## config.mk

```make
export PLATFORM = sky130hd
export DESIGN_NAME = hack_cpu_ctrl
export DESIGN_NICKNAME = d
export VERILOG_FILES = /design/src/rtl/hack_cpu_ctrl.sv
export SDC_FILE = /design/constraint.sdc
export NUM_CORES = 1
export LEC_CHECK = 0
export ABC_AREA = 1
export BUFFER_PORTS_ARGS = -buffer_cell sky130_fd_sc_hd__buf_2
export CAP_MARGIN = 20
export CELL_PAD_IN_SITES_DETAIL_PLACEMENT = 1
export CELL_PAD_IN_SITES_GLOBAL_PLACEMENT = 1
export CORE_UTILIZATION = 30
export CTS_BUF_LIST = sky130_fd_sc_hd__clkbuf_8 sky130_fd_sc_hd__clkbuf_16
export DETAILED_ROUTE_END_ITERATION = 6
export GPL_ROUTABILITY_DRIVEN = 1
export PLACE_DENSITY = 0.77
export SETUP_SLACK_MARGIN = 0.5
export SLEW_MARGIN = 15
export SYNTH_ARGS = -nofsm -noshare
export SYNTH_HDL_FRONTEND = slang
export SYNTH_SLANG_ARGS = --single-unit
```

## constraint.sdc

```tcl
create_clock -name clk -period 3.75 [get_ports clk]
set_input_delay 0.1875 -clock clk [delete_from_list [all_inputs] [get_ports clk]]
set_output_delay 0.1875 -clock clk [all_outputs]
set_load 0.01 [all_outputs]
```

## src/rtl/hack_cpu_ctrl.sv

```systemverilog
`timescale 1ns/1ps
// hack_cpu_ctrl
// ----------------------------------------------------------------------------
// Multi-cycle Hack CPU controller and register datapath. The block sits in
// front of an external combinational Hack ALU. It fetches instructions over a
// ROM req/ack handshake, decodes A- and C-instructions, holds the A, D and PC
// registers, and performs data-memory reads and writes over a second req/ack
// handshake.
//
// Ports
//   clk, rst_n          clock (rising edge), synchronous active-low reset
//   rom_req/addr/ack/data   instruction fetch handshake (rom_addr = pc)
//   mem_rd_req, mem_wr_req  data access requests
//   mem_addr, mem_wdata     data address / write data
//   mem_ack, mem_rdata      data access completion / read data
//   alu_x, alu_y            ALU operands (D, and A or MDR selected by ir[12])
//   alu_zx..alu_no          ALU control bits (ir[11:6])
//   alu_out, alu_zr, alu_ng ALU result and flags
//   pc                      current program counter
//
// Optional build macro HACK_CPU_RETIRE_EN adds:
//   retire_valid  one-cycle pulse per completed instruction
//   retire_pc     address of the instruction that just completed
// ----------------------------------------------------------------------------
module hack_cpu_ctrl #(
    parameter int PC_W   = 15,
    parameter int DATA_W = 16
) (
    input  logic              clk,
    input  logic              rst_n,
    output logic              rom_req,
    output logic [PC_W-1:0]   rom_addr,
    input  logic              rom_ack,
    input  logic [DATA_W-1:0] rom_data,
    output logic              mem_rd_req,
    output logic              mem_wr_req,
    output logic [PC_W-1:0]   mem_addr,
    output logic [DATA_W-1:0] mem_wdata,
    input  logic              mem_ack,
    input  logic [DATA_W-1:0] mem_rdata,
    output logic [DATA_W-1:0] alu_x,
    output logic [DATA_W-1:0] alu_y,
    output logic              alu_zx,
    output logic              alu_nx,
    output logic              alu_zy,
    output logic              alu_ny,
    output logic              alu_f,
    output logic              alu_no,
    input  logic [DATA_W-1:0] alu_out,
    input  logic              alu_zr,
    input  logic              alu_ng,
`ifdef HACK_CPU_RETIRE_EN
    output logic              retire_valid,
    output logic [PC_W-1:0]   retire_pc,
`endif
    output logic [PC_W-1:0]   pc
);

    typedef enum logic [2:0] {
        S_IDLE,
        S_FETCH,
        S_DECODE,
        S_MEMRD,
        S_EXEC,
        S_MEMWR
    } state_t;

    state_t              state_q, state_d;
    logic [PC_W-1:0]     pc_q, pc_d;
    logic [PC_W-1:0]     waddr_q, waddr_d;
    logic [DATA_W-1:0]   a_q, a_d;
    logic [DATA_W-1:0]   d_q, d_d;
    logic [DATA_W-1:0]   ir_q, ir_d;
    logic [DATA_W-1:0]   mdr_q, mdr_d;
    logic [DATA_W-1:0]   wdata_q, wdata_d;

`ifdef HACK_CPU_RETIRE_EN
    logic                retire_valid_q, retire_valid_d;
    logic [PC_W-1:0]     retire_pc_q, retire_pc_d;
    // pc is already advanced by the time an M write completes, so the
    // instruction address is kept aside for the MEMWR retire.
    logic [PC_W-1:0]     inst_pc_q, inst_pc_d;
`endif

    // Instruction fields; bits 14:13 of a C-instruction carry no meaning.
    logic              is_c;
    logic              sel_m;
    logic              dest_a, dest_d, dest_m;
    logic              j_lt, j_eq, j_gt;
    logic              jump;
    logic [PC_W-1:0]   pc_inc;

    assign is_c   = ir_q[15];
    assign sel_m  = ir_q[12];
    assign dest_a = ir_q[5];
    assign dest_d = ir_q[4];
    assign dest_m = ir_q[3];
    assign j_lt   = ir_q[2];
    assign j_eq   = ir_q[1];
    assign j_gt   = ir_q[0];

    assign jump   = (j_lt & alu_ng) | (j_eq & alu_zr) | (j_gt & ~alu_ng & ~alu_zr);
    // Natural PC_W-bit overflow gives the 0x7FFF -> 0x0000 wrap.
    assign pc_inc = pc_q + PC_W'(1);

    always_comb begin
        state_d = state_q;
        pc_d    = pc_q;
        waddr_d = waddr_q;
        a_d     = a_q;
        d_d     = d_q;
        ir_d    = ir_q;
        mdr_d   = mdr_q;
        wdata_d = wdata_q;
`ifdef HACK_CPU_RETIRE_EN
        retire_valid_d = 1'b0;
        retire_pc_d    = retire_pc_q;
        inst_pc_d      = inst_pc_q;
`endif
        case (state_q)
            S_IDLE: begin
                state_d = S_FETCH;
            end
            S_FETCH: begin
                if (rom_ack) begin
                    ir_d    = rom_data;
                    state_d = S_DECODE;
                end
            end
            S_DECODE: begin
                if (!is_c) begin
                    a_d     = {1'b0, ir_q[DATA_W-2:0]};
                    pc_d    = pc_inc;
                    state_d = S_FETCH;
`ifdef HACK_CPU_RETIRE_EN
                    retire_valid_d = 1'b1;
                    retire_pc_d    = pc_q;
`endif
                end else if (sel_m) begin
                    state_d = S_MEMRD;
                end else begin
                    state_d = S_EXEC;
                end
            end
            S_MEMRD: begin
                if (mem_ack) begin
                    mdr_d   = mem_rdata;
                    state_d = S_EXEC;
                end
            end
            S_EXEC: begin
                // Write address and jump target both come from A before
                // this instruction's own A write lands.
                waddr_d = a_q[PC_W-1:0];
                wdata_d = alu_out;
                if (dest_a) a_d = alu_out;
                if (dest_d) d_d = alu_out;
                pc_d    = jump ? a_q[PC_W-1:0] : pc_inc;
                state_d = dest_m ? S_MEMWR : S_FETCH;
`ifdef HACK_CPU_RETIRE_EN
                inst_pc_d = pc_q;
                if (!dest_m) begin
                    retire_valid_d = 1'b1;
                    retire_pc_d    = pc_q;
                end
`endif
            end
            S_MEMWR: begin
                if (mem_ack) begin
                    state_d = S_FETCH;
`ifdef HACK_CPU_RETIRE_EN
                    retire_valid_d = 1'b1;
                    retire_pc_d    = inst_pc_q;
`endif
                end
            end
            default: begin
                state_d = S_IDLE;
            end
        endcase
    end

    always_ff @(posedge clk) begin
        if (!rst_n) begin
            state_q <= S_IDLE;
            pc_q    <= '0;
            waddr_q <= '0;
            a_q     <= '0;
            d_q     <= '0;
            ir_q    <= '0;
            mdr_q   <= '0;
            wdata_q <= '0;
`ifdef HACK_CPU_RETIRE_EN
            retire_valid_q <= 1'b0;
            retire_pc_q    <= '0;
            inst_pc_q      <= '0;
`endif
        end else begin
            state_q <= state_d;
            pc_q    <= pc_d;
            waddr_q <= waddr_d;
            a_q     <= a_d;
            d_q     <= d_d;
            ir_q    <= ir_d;
            mdr_q   <= mdr_d;
            wdata_q <= wdata_d;
`ifdef HACK_CPU_RETIRE_EN
            retire_valid_q <= retire_valid_d;
            retire_pc_q    <= retire_pc_d;
            inst_pc_q      <= inst_pc_d;
`endif
        end
    end

    // Requests come straight from the state register, so they stay high with
    // stable address/data until the ack moves the state on.
    assign rom_req    = (state_q == S_FETCH);
    assign rom_addr   = pc_q;
    assign mem_rd_req = (state_q == S_MEMRD);
    assign mem_wr_req = (state_q == S_MEMWR);
    assign mem_addr   = (state_q == S_MEMWR) ? waddr_q : a_q[PC_W-1:0];
    assign mem_wdata  = wdata_q;

    assign alu_x  = d_q;
    assign alu_y  = sel_m ? mdr_q : a_q;
    assign alu_zx = ir_q[11];
    assign alu_nx = ir_q[10];
    assign alu_zy = ir_q[9];
    assign alu_ny = ir_q[8];
    assign alu_f  = ir_q[7];
    assign alu_no = ir_q[6];
    assign pc     = pc_q;

`ifdef HACK_CPU_RETIRE_EN
    assign retire_valid = retire_valid_q;
    assign retire_pc    = retire_pc_q;
`endif

endmodule

```

; ---- Word level (Yosys, flattened, before mapping)
; Index checks and enable logic that the tools add are counted.
[op_classes]
reduce_logical = 8
n_eq_ne = 10
muxes = 15
bitwise_logic = 8
addsub = 1
[op_table]
columns = op, count
row1 = 16-bit 2-to-1 mux, 3
row2 = 15-bit 2-to-1 mux, 3
row3 = 16-bit case mux with 2 select lines, 1
row4 = 15-bit case mux with 2 select lines, 1
row5 = 3-bit 2-to-1 mux, 6
row6 = 3-bit case mux with 6 select lines, 1
row7 = 15-bit by 1-bit adder with 15-bit output (second input constant), 1
row8 = 2-bit AND reduction, 4
row9 = 3-bit by 2-bit equality test with 1-bit output (second input constant), 2
row10 = 3-bit equality test (second input constant), 2
row11 = 2-bit by 1-bit != test with 1-bit output (second input constant), 3
row12 = 3-bit AND reduction, 2
row13 = 1-bit bitwise AND, 4
row14 = 2-bit != test (second input constant), 2
row15 = 3-bit by 1-bit equality test with 1-bit output (second input constant), 1
row16 = 3-bit logical NOT, 1
row17 = 1-bit NOT, 2
row18 = 1-bit OR, 2
row19 = 2-bit nonzero test, 1
[word_totals]
elab_cells = 50
input_bits = 54
ff_bits = 113

; ---- Depth between registers and ports, before layout
; Gate-level depths: netlist (run 1).
[depth]
ltp_word = 6
mapped_depth = 9
mapped_depth_nobuf = 8

; ---- Least setup slack after synthesis (run 1)
; No wires, ideal clock.
[synth_timing]
path_kind = register -> register
start = reg pc_q[0] (netlist: pc[0])
end = reg pc_q[14] (netlist: pc[14])
n_path_buf = 0
stages_incl_launch_ff = 9
synth_period_minus_slack_ps = 1418
arrival_time_ps = 1285
path_slack_ps = 2332
path_cell_list = dfxtp_1 -> ha_1 -> nand3_1 -> nor2_1 -> nand3_1 -> nand2_1 -> nand3_1 -> nand2_1 -> a21oi_1
[synth_between]
elab_chain_cells = 3
word_cells_on_any_way = 4
cone_classes = add/sub: 1 / mux: 3
[synth_rtl]
columns = element, line
row1 = "start, declared", 69  ; logic [PC_W-1:0] pc_q, pc_d;
row2 = "start signal, assigned", 200  ; pc_q <= pc_d;
row3 = 15-bit by 1-bit adder with 15-bit output *, 104  ; assign pc_inc = pc_q + PC_W'(1);
row4 = 15-bit 2-to-1 mux (on tied branches), "158, 131"
row5 = 15-bit case mux with 2 select lines *, 120  ; case (state_q)
; Mark *: on every way between the ends. The rest lies on a longest branch, timed or not. The select of a mux whose other input is x is not followed.
; A chain may end at the register's enable or synchronous reset.

; ---- Final worst setup path (run 1)
[layout_timing]
start = reg state_q[2]
end = out mem_addr[1]
[layout_between]
elab_chain_cells = 2
[layout_rtl]
columns = element, line
row1 = "start, declared", 68  ; state_t state_q, state_d;
row2 = "start signal, assigned", 199  ; state_q <= state_d;
row3 = 3-bit equality test, 221  ; assign mem_addr = (state_q == S_MEMWR) ? waddr_q : a_q[PC_W-1:0];
row4 = 15-bit 2-to-1 mux, 221
row5 = "end, declared", 37  ; output logic [PC_W-1:0] mem_addr,
; No other way between the ends.

==> impl_metrics.py, run 1 <==
metrics = {
    "sta": {
        "final.setup_skew_ns": 0.00987,
        "setup_viol": 0,
        "hold_viol_final": 0,
        "fin_tns_setup_ns": 0,
        "period_needed_ns": 2.47,
        "rsz0062_at_grt": "false",
        "tightest_slew_ns": 0.918,
        "clock.fmax_mhz": 405,
        "min_period_over_period_pct": 65.9,
        "maxSlewHeadroom_pct": 38.8,
        "drv_slew": 0,
    },
    "drt": {
        "wl_met3_um": 693,
        "wl_met2_um": 8290,
        "route.vias.total": 5186,
        "wl_met1_um": 7770,
        "viasPerCell": 4.78,
        "firstDrtPassIters": 4,
        "dr.first_iter.drc_count": 189,
        "drc": 0,
        "wl_per_cell_um": 15.7,
        "postRouteAntennaNets": 0,
        "topRoutingLayerUsed": "met5",
        "wl_um": 17000,
    },
    "cells_and_area": {
        "fin_cells": 1085,
        "nets": 908,
        "layout_commonest_cell": "nand2_1",
        "regArea_sq_um": 2260,
        "final_layout_size_suffix_gt1_share_pct": 23.6,
        "area_growth_pct": 28.4,
        "n_fill_cell": 2147,
        "multi_input_area_sq_um": 2280,
        "final_cell_mix": "212 x nand2_1, 155 x buf_2, 113 x dfxtp_1",
        "n_antenna_cell": 0,
    },
    "clock_tree": {
        "clkLatencyLatePin_ns": 0.42,
        "clkSinkCount": 113,
        "cts-root-buf": "clkbuf_16",
        "post_cts_buffers": 0,
        "cts_max_level": 4,
        "cts_tree": "built",
        "clk_path_buf_depth": 2,
        "cts_inserted_buffers": 17,
        "hold_buffers": 0,
        "clkTransAtPathRegs_ns": 0.05,
        "cts_resized": 0,
    },
    "yosys": {
        "syn_nets": 785,
        "ys_seq_area_share_pct": 44.8,
        "synth_warnings": 0,
        "synth_top_area_share_pct": 44.8,
        "syn_area_per_cell_sq_um": 6.92,
        "syn_inst": 730,
        "ys_types": 27,
        "yosysTopAreaCell": "dfxtp_1",
        "netlist_area_sq_um": 5050,
        "synth_area_leaders": "dfxtp_1 45%, nand2_1 16%, a21oi_1 9.7%, o21ai_0 8.0%, nand3_1 3.8%",
        "synth_seq_cells": 113,
    },
    "run_status": {
        "status": "completed",
    },
    "min_path": {
        "hold_class": "in -> reg",
        "hold_depth": 3,
    },
    "worst_setup_path": {
        "r2r_slack_ns": 1.42,
        "cp_num_cells": 5,
        "cpPeakStageDelay_ns": 0.56,
        "crit_type": "reg -> out",
        "crit_path_start_kind": "flip-flop",
        "cp_cell_sequence": "nand3_1, inv_2, nand2_1, nand2_1, buf_2",
        "path_common_cell": "nand2_1",
        "r2r-end": "a_q[3]",
        "slowest_stage": "nand3_1",
        "startpoint": "state_q[2]",
        "worstRegToRegCells": 7,
        "crit_required_ns": 3.56,
        "endpoint": "mem_addr[1]",
        "rr_startpoint": "state_q[2]",
        "cp.arrival_ns": 2.28,
        "path_delay_family": "simple AND/OR/NAND/NOR gates",
        "worstPathMaxFanout": 17,
        "crit_path_end_kind": "output port",
        "cp_num_buf_inv": 2,
    },
    "floorplanning": {
        "die_width_um": 132,
        "start_util_pct": 30.6,
        "ioPinCount": 156,
        "die_area_sq_um": 17400,
        "fp.coreArea_sq_um": 16500,
        "row_count": 47,
        "fp.dieH_um": 132,
    },
    "placed_design": {
        "gp_congestion": 0.795,
        "io_buffer_count": 155,
        "dp_cells": 1054,
        "hpwl_um": 12000,
    },
    "global_route": {
        "grt-ovfl-total": 0,
        "grt_pass1_vias": 5121,
        "antenna_found_initial": 1,
        "track_usage_pct": 20.0,
        "grt_max_degree": 52,
        "grt_first_pass_wirelength_um": 26900,
    },
    "power_and_ir_drop": {
        "p_per_area_nw_per_um2": 520,
        "finalPower_mw": 3.37,
        "vdd_ir_drop_max_mv": 0.346,
        "p_leak_nw": 2.94,
    },
    "job": {
        "cap_violations": 0,
    },
}
[state kept, by name, indices dropped and copies added (netlist names)]
name       count
state_q        3
pc            15
waddr_q       15
mdr_q         16
ir_q          16
a_q           16
mem_wdata     16
alu_x         16
[cell usage after synthesis]
cell and number:
o211ai_1 1, nand2_1 212, nand4_1 5, nor2_2 1, o21bai_1 1, inv_2 8, buf_1 1, o21ai_0 81
o21ai_2 1, nand2_4 1, nor2_1 49, inv_1 50, nand3_1 38, buf_2 13, dfxtp_1 113, o21ai_1 2
nor3_1 1, nor3_2 1, buf_6 1, clkbuf_1 21, nand2_2 3, ha_1 1, a21oi_1 98, buf_4 18
nand3b_1 5, nand3_4 1, xnor2_1 3
[how the worst min path moves through the flow]
stage,start,endpoint,slack [ns]
6_report,mem_rdata[4],mdr_q[4],0.04
5_1_grt,mem_rdata[15],mdr_q[15],0.04
4_1_cts,mem_rdata[15],mdr_q[15],0.03
3_5_place_dp,mdr_q[11],mdr_q[11],0.44
3_3_place_gp,mdr_q[1],mdr_q[1],0.44
2_1_floorplan,alu_out[1],mem_wdata[1],0.35
[power by group]
| part | switching (mW) | internal, mW | total, mW |
|---|---|---|---|
| Sequential | 0.0478 | 1.25 | 1.29 |
| Combinational | 0.202 | 0.105 | 0.307 |
| Clock | 0.572 | 1.20 | 1.77 |
| Total | 0.822 | 2.55 | 3.37 |
[kinds of logic (layout without fill, tap and decap cells)]
family	count (synthesis)	after routing	synth area share, %
fa+ha+maj	1	1	0.248
buf+inv	112	247	10.1
compound gates	184	184	18.4
simple gates	317	317	25.9
xor+xnor	3	3	0.520
flops	113	113	44.8
[worst min-delay path, stage by stage]
cell and delay [ns]:
buf_2 0.07, o21ai_0 0.07, a21oi_1 0.10
[through the flow]
step                cell area, sq um  worst slack (ns)  util, %  hold slack (ns)
floorplan                       5050              2.33        -            0.346
global placement                5820              1.50     35.2            0.435
detailed placement              5840              1.45     35.4            0.443
CTS                             6480              1.18     39.2           0.0333
global route                    6480              1.08     39.2           0.0443
finish                          6480              1.28     39.2           0.0441
[routing by layer]
metal  vias to the layer above  global-route usage, %
met3                        18                   4.34
met5                         -                      0
li1                       2597                      -
met2                       135                   34.1
met4                         2                   7.36
met1                      2434                   24.7
[cell type report]
type | count | area share (%)
Clock buffer | 19 | 6.99
Tap cell | 220 | 4.25
Inverter | 58 | 3.36
Timing Repair Buffer | 158 | 12.5
Sequential cell | 113 | 34.9
Multi-Input combinational cell | 505 | 35.1
Clock inverter | 12 | 2.91
Note: power is estimated with default switching activity, not from simulation.
==> run 2: changes to the inputs <==
==> constraint.sdc (replaced) <==
create_clock -name clk -period 2.5 [get_ports clk]
set_input_delay 0.125 -clock clk [delete_from_list [all_inputs] [get_ports clk]]
set_output_delay 0.125 -clock clk [all_outputs]
set_load 0.01 [all_outputs]
==> run 2 against run 1 <==
  * Clock skew increased by 0.0010 ns
  * Global-route usage grew 0.44 points
  * Count of clock-buffer cells in the layout fell by 2
  * Clock power rose by 50%
  * Sequential power increased by 50%
  * Critical endpoint is now alu_x[2]
==> impl_metrics.py, run 2 (synthesis results as in run 1) <==
metrics = {
    "job": {
        "cap_violations": 0,
    },
    "sta": {
        "final.setup_skew_ns": 0.0109,
        "maxSlewHeadroom_pct": 54.3,
        "fin_tns_setup_ns": 0,
        "hold_viol_final": 0,
        "tightest_slew_ns": 0.686,
        "rsz0062_at_grt": "true",
        "setup_viol": 0,
        "drv_slew": 0,
        "period_needed_ns": 1.88,
        "min_period_over_period_pct": 75.1,
        "timing.hold.ws_ns": 0.00673,
        "postLayoutSetupSlackWorst_ns": 0.621,
        "clock.fmax_mhz": 532,
    },
    "floorplanning": {
        "start_util_pct": 30.6,
        "row_count": 47,
        "fp.dieH_um": 132,
        "die_width_um": 132,
        "die_area_sq_um": 17400,
        "ioPinCount": 156,
        "fp.coreArea_sq_um": 16500,
    },
    "drt": {
        "wl_um": 17500,
        "wl_per_cell_um": 15.4,
        "postRouteAntennaNets": 0,
        "route.vias.total": 5415,
        "drc": 0,
        "firstDrtPassIters": 4,
        "viasPerCell": 4.78,
        "dr.first_iter.drc_count": 215,
    },
    "cells_and_area": {
        "design_area_sq_um": 6940,
        "final_layout_size_suffix_gt1_share_pct": 24.5,
        "layout_commonest_cell": "nand2_1",
        "nets": 956,
        "regArea_sq_um": 2260,
        "n_fill_cell": 2123,
        "final_cell_mix": "211 x nand2_1, 155 x buf_2, 112 x dfxtp_1",
        "multi_input_area_sq_um": 2290,
        "area_growth_pct": 37.4,
        "n_antenna_cell": 0,
    },
    "placed_design": {
        "io_buffer_count": 155,
        "post_dp_cell_area_sq_um": 5870,
        "dp_worst_setup_slack_ns": 0.552,
        "gp_congestion": 0.791,
        "hpwl_um": 11900,
    },
    "run_status": {
        "status": "completed",
    },
    "power_and_ir_drop": {
        "pwr-share-seq_pct": 37.9,
        "switching_share_pct": 25.1,
        "switching_power_mw": 1.29,
        "vdd_ir_drop_max_mv": 0.522,
        "intPower_mw": 3.83,
        "p_leak_nw": 3.12,
        "p_per_area_nw_per_um2": 738,
        "p_comb_share_pct": 10.3,
        "pwr-share-clk_pct": 51.9,
    },
    "worst_setup_path": {
        "crit_required_ns": 2.77,
        "crit_path_end_kind": "flip-flop",
        "crit_type": "reg -> reg",
        "crit_path_start_kind": "flip-flop",
        "worstPathMaxFanout": 17,
        "cp.arrival_ns": 2.15,
    },
    "global_route": {
        "grt_pass1_vias": 5501,
        "grt_max_degree": 64,
        "grt_first_pass_wirelength_um": 28000,
        "grt-ovfl-total": 0,
        "antenna_found_initial": 1,
        "track_usage_pct": 20.4,
    },
    "clock_tree": {
        "cts-root-buf": "clkbuf_16",
        "clk_path_buf_depth": 2,
        "cts_tree": "built",
        "clkSinkCount": 113,
        "clkLatencyLatePin_ns": 0.42,
        "cts_inserted_buffers": 17,
        "clkTransAtPathRegs_ns": 0.06,
        "cts_max_level": 4,
    },
    "min_path": {
        "hold_class": "in -> reg",
    },
}
-- run 2: stage by stage --
step                      cells  utilization, %  total power, mW
after floorplan             730               -             2.23
after global placement     1060            35.5             2.43
after detailed placement   1060            35.5             2.44
after CTS                  1130            41.7             5.15
after global routing       1134            42.0             5.31
final                      1134            42.0             5.12
-- run 2: metal layers --
layer / track usage [%] / wire, um / up-vias
li1: - / - / 2694
met1: 24.6 / 7910 / 2566
met2: 35.4 / 8540 / 124
met3: 5.38 / 776 / 29
met4: 6.46 / 262 / 2
met5: 0 / 8 / -
-- run 2: power by group through the flow --
stage	Combinational, mW	Clock [mW]	Sequential [mW]
2_1_floorplan	0.283	0	1.95
3_3_place_gp	0.457	0	1.97
3_5_place_dp	0.462	0	1.97
4_1_cts	0.516	2.69	1.94
5_1_grt	0.587	2.77	1.95
6_report	0.525	2.66	1.94
-- run 2: worst paths after layout --
kind / start / to / slack (ns) / cells after the start
setup / recovery: state_q[2] / alu_x[2] / 0.62 / 6
hold / removal: mem_rdata[5] / mdr_q[5] / 0.007 / 3
setup reg to reg: state_q[2] / alu_x[2] / 0.62 / 6
hold reg to reg: mdr_q[13] / mdr_q[13] / 0.45 / 2
-- run 2: timing repair --
item	CTS	global route
buffers inserted	3	2
setup endpoints to repair	4	43
hold endpoints to repair	37	1
hold buffers	34	1
resized for setup	3	7
pin swaps	0	0
cloned	1	1
-- run 2: critical path, stage by stage, from the launching register on --
cell and delay, ns:
dfxtp_1 0.45, nand3_4 0.12, inv_2 0.25, buf_4 0.24, nand2_1 0.35, nand2_1 0.22, a21oi_1 0.08
-- run 2: final cells by class --
cell class / count / share of cell area, %
multi-input cells: 505 / 32.9
well taps: 220 / 3.97
repair buffers: 204 / 17.7
clock buffers: 17 / 6.13
repair inverters: 2 / 0.216
clock inverters: 15 / 3.12
flip-flops and latches: 113 / 32.6
inverters: 58 / 3.28
